==> src/rtl/axi_pkt_pkg.sv <==
// Packet layouts shared by the master ingress packer and the master interface unpacker.
package axi_pkt_pkg;

  localparam int AXI_IDS_BITS = 8;
  localparam int AX_PKT_W     = 49;
  localparam int W_PKT_W      = 37;

  localparam int AX_ID_MSB    = 48;
  localparam int AX_ID_LSB    = 41;
  localparam int AX_ADDR_MSB  = 40;
  localparam int AX_ADDR_LSB  = 9;
  localparam int AX_LEN_MSB   = 8;
  localparam int AX_LEN_LSB   = 5;
  localparam int AX_SIZE_MSB  = 4;
  localparam int AX_SIZE_LSB  = 2;
  localparam int AX_BURST_MSB = 1;
  localparam int AX_BURST_LSB = 0;

  localparam int W_DATA_MSB   = 36;
  localparam int W_DATA_LSB   = 5;
  localparam int W_STRB_MSB   = 4;
  localparam int W_STRB_LSB   = 1;
  localparam int W_LAST_BIT   = 0;

  typedef struct packed {
    logic [AXI_IDS_BITS-1:0] id;
    logic [31:0]             addr;
    logic [3:0]              len;
    logic [2:0]              size;
    logic [1:0]              burst;
  } axi_ax_pkt_t;

  typedef struct packed {
    logic [31:0] data;
    logic [3:0]  strb;
    logic        last;
  } axi_w_pkt_t;

endpackage

==> src/rtl/sync_fifo.sv <==
// Small register-array FIFO; occupancy is tracked by an explicit count so
// full/empty never depend on pointer equality.
module sync_fifo #(
  parameter int WIDTH = 8,
  parameter int DEPTH = 4
) (
  input  logic             clk_i,
  input  logic             rst_i,
  input  logic             push_i,
  input  logic [WIDTH-1:0] din_i,
  input  logic             pop_i,
  output logic [WIDTH-1:0] dout_o,
  output logic             full_o,
  output logic             empty_o
);

  localparam int PW = (DEPTH > 1) ? $clog2(DEPTH) : 1;
  localparam int CW = $clog2(DEPTH + 1);

  logic [WIDTH-1:0] mem_q [DEPTH];
  logic [PW-1:0]    wr_ptr_q, rd_ptr_q;
  logic [CW-1:0]    count_q, count_d;
  logic             do_push, do_pop;

  assign full_o  = (count_q == CW'(DEPTH));
  assign empty_o = (count_q == '0);
  assign do_push = push_i && !full_o;
  assign do_pop  = pop_i && !empty_o;
  assign dout_o  = mem_q[rd_ptr_q];

  always_comb begin
    count_d = count_q;
    case ({do_push, do_pop})
      2'b10:   count_d = count_q + CW'(1);
      2'b01:   count_d = count_q - CW'(1);
      default: count_d = count_q;
    endcase
  end

  // Memory is cleared on reset so the arbiter-facing data reads zero.
  always_ff @(posedge clk_i or posedge rst_i) begin
    if (rst_i) begin
      wr_ptr_q <= '0;
      rd_ptr_q <= '0;
      count_q  <= '0;
      for (int i = 0; i < DEPTH; i++) mem_q[i] <= '0;
    end else begin
      count_q <= count_d;
      if (do_push) begin
        mem_q[wr_ptr_q] <= din_i;
        wr_ptr_q        <= wr_ptr_q + PW'(1);
      end
      if (do_pop) rd_ptr_q <= rd_ptr_q + PW'(1);
    end
  end

endmodule

==> src/rtl/axi_m_ingress.sv <==
// Per-master ingress: tags IDs, packs AR/AW/W into FIFOs, and holds W beats
// back from the arbiter until their AW has been granted.
module axi_m_ingress
  import axi_pkt_pkg::*;
#(
  parameter logic [3:0] MASTER_ID   = 4'h0,
  parameter int         DEPTH       = 4,
  parameter int         CREDIT_BITS = 4
) (
  input  logic                AXI_CLK_i,
  input  logic                AXI_RST_i,
  input  logic [3:0]          ARID_i,
  input  logic [31:0]         ARADDR_i,
  input  logic [3:0]          ARLEN_i,
  input  logic [2:0]          ARSIZE_i,
  input  logic [1:0]          ARBURST_i,
  input  logic                ARVALID_i,
  output logic                ARREADY_o,
  input  logic [3:0]          AWID_i,
  input  logic [31:0]         AWADDR_i,
  input  logic [3:0]          AWLEN_i,
  input  logic [2:0]          AWSIZE_i,
  input  logic [1:0]          AWBURST_i,
  input  logic                AWVALID_i,
  output logic                AWREADY_o,
  input  logic [31:0]         WDATA_i,
  input  logic [3:0]          WSTRB_i,
  input  logic                WLAST_i,
  input  logic                WVALID_i,
  output logic                WREADY_o,
  output logic                AR_FIFO_VALID_o,
  output logic [AX_PKT_W-1:0] AR_FIFO_DATA_o,
  input  logic                AR_FIFO_GRANT_i,
  output logic                AW_FIFO_VALID_o,
  output logic [AX_PKT_W-1:0] AW_FIFO_DATA_o,
  input  logic                AW_FIFO_GRANT_i,
  output logic                W_FIFO_VALID_o,
  output logic [W_PKT_W-1:0]  W_FIFO_DATA_o,
  input  logic                W_FIFO_GRANT_i
);

  localparam logic [CREDIT_BITS-1:0] CREDIT_MAX = '1;

  axi_ax_pkt_t ar_pkt, aw_pkt;
  axi_w_pkt_t  w_pkt, w_head;
  logic ar_full, ar_empty, aw_full, aw_empty, w_full, w_empty;
  logic ar_pop, aw_pop, w_pop, w_last_pop;
  logic [CREDIT_BITS-1:0] aw_credit_q, aw_credit_d;

  assign ar_pkt = '{id: {MASTER_ID, ARID_i}, addr: ARADDR_i, len: ARLEN_i,
                    size: ARSIZE_i, burst: ARBURST_i};
  assign aw_pkt = '{id: {MASTER_ID, AWID_i}, addr: AWADDR_i, len: AWLEN_i,
                    size: AWSIZE_i, burst: AWBURST_i};
  assign w_pkt  = '{data: WDATA_i, strb: WSTRB_i, last: WLAST_i};
  assign w_head = axi_w_pkt_t'(W_FIFO_DATA_o);

  assign ARREADY_o = !ar_full;
  assign AWREADY_o = !aw_full;
  assign WREADY_o  = !w_full;

  assign AR_FIFO_VALID_o = !ar_empty;
  assign AW_FIFO_VALID_o = !aw_empty && (aw_credit_q != CREDIT_MAX);
  assign W_FIFO_VALID_o  = !w_empty && (aw_credit_q != '0);

  assign ar_pop     = AR_FIFO_GRANT_i && AR_FIFO_VALID_o;
  assign aw_pop     = AW_FIFO_GRANT_i && AW_FIFO_VALID_o;
  assign w_pop      = W_FIFO_GRANT_i && W_FIFO_VALID_o;
  assign w_last_pop = w_pop && w_head.last;

  // Credit counts AWs that have left for the arbiter but whose burst has not closed.
  always_comb begin
    aw_credit_d = aw_credit_q;
    case ({aw_pop, w_last_pop})
      2'b10:   aw_credit_d = aw_credit_q + CREDIT_BITS'(1);
      2'b01:   aw_credit_d = aw_credit_q - CREDIT_BITS'(1);
      default: aw_credit_d = aw_credit_q;
    endcase
  end

  always_ff @(posedge AXI_CLK_i or posedge AXI_RST_i) begin
    if (AXI_RST_i) aw_credit_q <= '0;
    else           aw_credit_q <= aw_credit_d;
  end

  sync_fifo #(.WIDTH(AX_PKT_W), .DEPTH(DEPTH)) u_ar_fifo (
    .clk_i(AXI_CLK_i), .rst_i(AXI_RST_i),
    .push_i(ARVALID_i), .din_i(ar_pkt), .pop_i(ar_pop),
    .dout_o(AR_FIFO_DATA_o), .full_o(ar_full), .empty_o(ar_empty)
  );

  sync_fifo #(.WIDTH(AX_PKT_W), .DEPTH(DEPTH)) u_aw_fifo (
    .clk_i(AXI_CLK_i), .rst_i(AXI_RST_i),
    .push_i(AWVALID_i), .din_i(aw_pkt), .pop_i(aw_pop),
    .dout_o(AW_FIFO_DATA_o), .full_o(aw_full), .empty_o(aw_empty)
  );

  sync_fifo #(.WIDTH(W_PKT_W), .DEPTH(DEPTH)) u_w_fifo (
    .clk_i(AXI_CLK_i), .rst_i(AXI_RST_i),
    .push_i(WVALID_i), .din_i(w_pkt), .pop_i(w_pop),
    .dout_o(W_FIFO_DATA_o), .full_o(w_full), .empty_o(w_empty)
  );

endmodule

==> config.mk <==
export PLATFORM = sky130hd
export DESIGN_NAME = axi_m_ingress
export DESIGN_NICKNAME = d
export VERILOG_FILES = /design/src/rtl/axi_pkt_pkg.sv /design/src/rtl/sync_fifo.sv /design/src/rtl/axi_m_ingress.sv
export SDC_FILE = /design/constraint.sdc
export NUM_CORES = 1
export LEC_CHECK = 0
export CORE_ASPECT_RATIO = 1.2
export CORE_UTILIZATION = 25
export CTS_CLUSTER_DIAMETER = 30
export DETAILED_ROUTE_END_ITERATION = 8
export SLEW_MARGIN = 15
export SYNTH_ARGS = -nofsm -noshare
export SYNTH_HDL_FRONTEND = slang
export SYNTH_SLANG_ARGS = --single-unit
==> constraint.sdc <==
create_clock -name AXI_CLK_i -period 25.3 [get_ports AXI_CLK_i]
set_input_delay 5.06 -clock AXI_CLK_i [delete_from_list [all_inputs] [get_ports AXI_CLK_i]]
set_output_delay 5.06 -clock AXI_CLK_i [all_outputs]
set_load 0.01 [all_outputs]
==> qor.csv <==
metric;value;unit
clkSlewWorstSetupHoldPaths;0.05;ns
worstSetupStartpoint;AXI_RST_i;
status;finished, final reports clean;
area_growth;32.3;%
grt_usage;12.1;%
finalPower;0.00516;W
dp_hpwl;35800;µm
fin_nets;1855;
die_h;344;µm
maxSlewHeadroom;28.9;%
hold_class;reg -> reg;
dieArea;98500;µm²
powerDensity;160;nW/µm²
post-synth-top-area-cell;dfrtp_1;
insertion_delay;0.66;ns
ys_ff_latch;533;
io_buffers;267;
max_stage_delay;0.90;ns
overflow;0;
yosysMostFrequentCell;dfrtp_1;
post_route_cells_drive_above_1_share;48.4;%
netlist_top_cells_area;dfrtp_1, mux2_2, mux4_2;
finalCritPeriodShare;33.6;%
syn_avg_cell_area;17.7;µm²
htreeDepth;3;
cp.required;25.94;ns
peakVddDrop;127;µV
slew_violations;0;
vias_per_cell;4.38;
synth-edff-count;0;
cts_tree;yes;
vias;13429;
ctsLongestPathBuffers;3;
grt_max_degree;118;
cp_common_cell;buf_4;
leakagePower;13.6;nW
worstHoldStart;u_aw_fifo.count_q[2]$_DFFE_PP0P_;
antenna_found_initial;5;
critical_path.slowest_cell;buf_4;
rsz0062_at_grt;false;
drt-initial-drc-count;450;
cts_root_buffer;clkbuf_16;
maxCapViolCount;0;
synth_flop_cell;dfrtp_1;
rows;124;
fmaxAchievable;118;MHz
numClockSinks;533;
crit_path_end_kind;async pin;
synth_common_cells;dfrtp_1, mux2_2, mux4_2, mux2_4, buf_6;
fin_setup_tns;0;ns
synth_top_area_share;54.9;%
grt_pass1_wl;92400;µm
nFillCells;9124;
cts_setup_buffers;0;
r2r-start;u_w_fifo.rd_ptr_q[1]$_DFFE_PP0P_;
crit_buf_inv;5;
crit_fanout;117;
ys_warn_count;0;
path_cells;clkdlybuf4s50_1 -> inv_8 -> buf_4 -> buf_4 -> buf_4;
grt_pass1_vias;15898;
drtAntennaViolNets;0;
hold_violations;0;
period_needed;8.49;ns
drc;0;
fp.coreArea;95900;µm²
cts_resized;0;
skew;0.0311;ns
io_pins;276;
critical_path_class;in -> async;
synth_cell_types;38;
initial_core_util;25.4;%
routedWlPerCell;19.2;µm
finalWirelength;59000;µm
drt-pass1-iter-count;6;
fp.dieW;287;µm
cp_top_family;buffers and inverters;
startpoint_type;primary input;
critPathArrivalTime;9.13;ns
setup_viol;0;
worstMarginPinSlew;1.07;ns
hold_buffers;0;
syn_inst;1377;
cts_buffers;118;
final_cells;3063;
yosysSeqAreaShare;54.9;%
netlist_area;24300;µm²
gp_congestion;0.706;
place_inst;2838;
async_flop_share;100;%
power by group:
| group | switching [W] | internal [W] | total (W) |
|---|---|---|---|
| sequential | 0.000256 | 0.00130 | 0.00156 |
| combinational | 0.000763 | 0.00122 | 0.00198 |
| clock | 0.000509 | 0.00111 | 0.00162 |
| total | 0.00153 | 0.00363 | 0.00516 |
sequential cells by signal, indices dropped and copies added (netlist names):
| signal | cells |
|---|---|
| u_w_fifo.wr_ptr_q | 2 |
| u_w_fifo.count_q | 3 |
| u_ar_fifo.wr_ptr_q | 2 |
| u_w_fifo.mem_q | 148 |
| u_aw_fifo.mem_q | 180 |
| u_aw_fifo.count_q | 3 |
| u_w_fifo.rd_ptr_q | 2 |
| u_aw_fifo.rd_ptr_q | 2 |
| u_ar_fifo.mem_q | 180 |
| u_ar_fifo.rd_ptr_q | 2 |
| aw_credit_q | 4 |
| u_aw_fifo.wr_ptr_q | 2 |
| u_ar_fifo.count_q | 3 |
per-layer routing:
metal | global-route usage [%] | routed length, µm
met2 | 20.5 | 29700
met3 | 3.60 | 3430
met4 | 5.06 | 1790
met5 | 0 | 47
met1 | 14.1 | 24000
logic make-up (layout without fill, tap and decap cells):
kind of cell,count (synthesis),in the layout,synth area share [%]
multiplexers,642,642,37.5
adder cells (fa/ha/maj),22,22,1.26
other,1,11,0.0154
AO/OA/AOI/OAI,8,8,0.237
buffers and inverters,108,524,3.85
flip-flops,533,533,54.9
XOR/XNOR,20,20,0.721
AND/OR/NAND/NOR,43,43,1.60
metrics by stage:
step	hold WS (ns)	cell area, µm²	worst slack (ns)	utilization [%]
finish	0.477	32200	16.81	33.5
detailed placement	0.477	27900	15.96	29.0
floorplan	0.446	24300	5.34	-
CTS	0.486	32100	16.66	33.5
global placement	0.462	27900	16.21	29.0
global route	0.494	32200	16.20	33.5
area by class of cell:
type / count / area [µm²] / area share, %
Inverter: 21 / 86.3 / 0.268
Antenna cell: 3 / 7.51 / 0.0233
Clock inverter: 76 / 1020 / 3.19
Tap cell: 1260 / 1580 / 4.90
Multi-Input combinational cell: 743 / 10100 / 31.3
Timing Repair Buffer: 281 / 2780 / 8.64
Sequential cell: 533 / 13400 / 41.5
Clock buffer: 146 / 3270 / 10.2
placed cells by master (no fill, tap or decap), types with 4 or more instances in the layout:
cell	netlist	final
clkinvlp_4	0	19
buf_4	12	14
nand2_1	7	7
xor2_1	10	10
mux2_2	375	375
nor2_1	4	4
clkinv_4	0	6
mux4_2	127	127
clkbuf_1	5	8
mux2_1	17	17
nor3b_1	4	4
inv_6	0	10
dfrtp_1	533	527
nand3_4	12	12
dfrtp_2	0	4
fa_1	4	4
clkbuf_16	0	119
clkbuf_8	0	19
mux2_4	120	120
bufinv_16	0	19
ha_1	18	18
xnor2_1	10	10
clkdlybuf4s50_1	0	267
clkinv_2	0	18
inv_1	21	20
conb_1	1	8
worst paths after layout:
kind                       cells after the start  slack (ns)                          endpoint
min in group asynchronous                      2        4.98   u_ar_fifo.mem_q[55]$_DFFE_PP0P_
min                                            1        0.48  u_aw_fifo.count_q[2]$_DFFE_PP0P_
max                                            5       16.81     u_w_fifo.mem_q[3]$_DFFE_PP0P_
min reg2reg                                    1        0.48  u_aw_fifo.count_q[2]$_DFFE_PP0P_
max reg2reg                                    8       22.00        aw_credit_q[3]$_DFFE_PP0P_
max in group AXI_CLK_i                         2       17.15                AR_FIFO_DATA_o[22]
No activity file was read; power rests on OpenSTA's default activity.
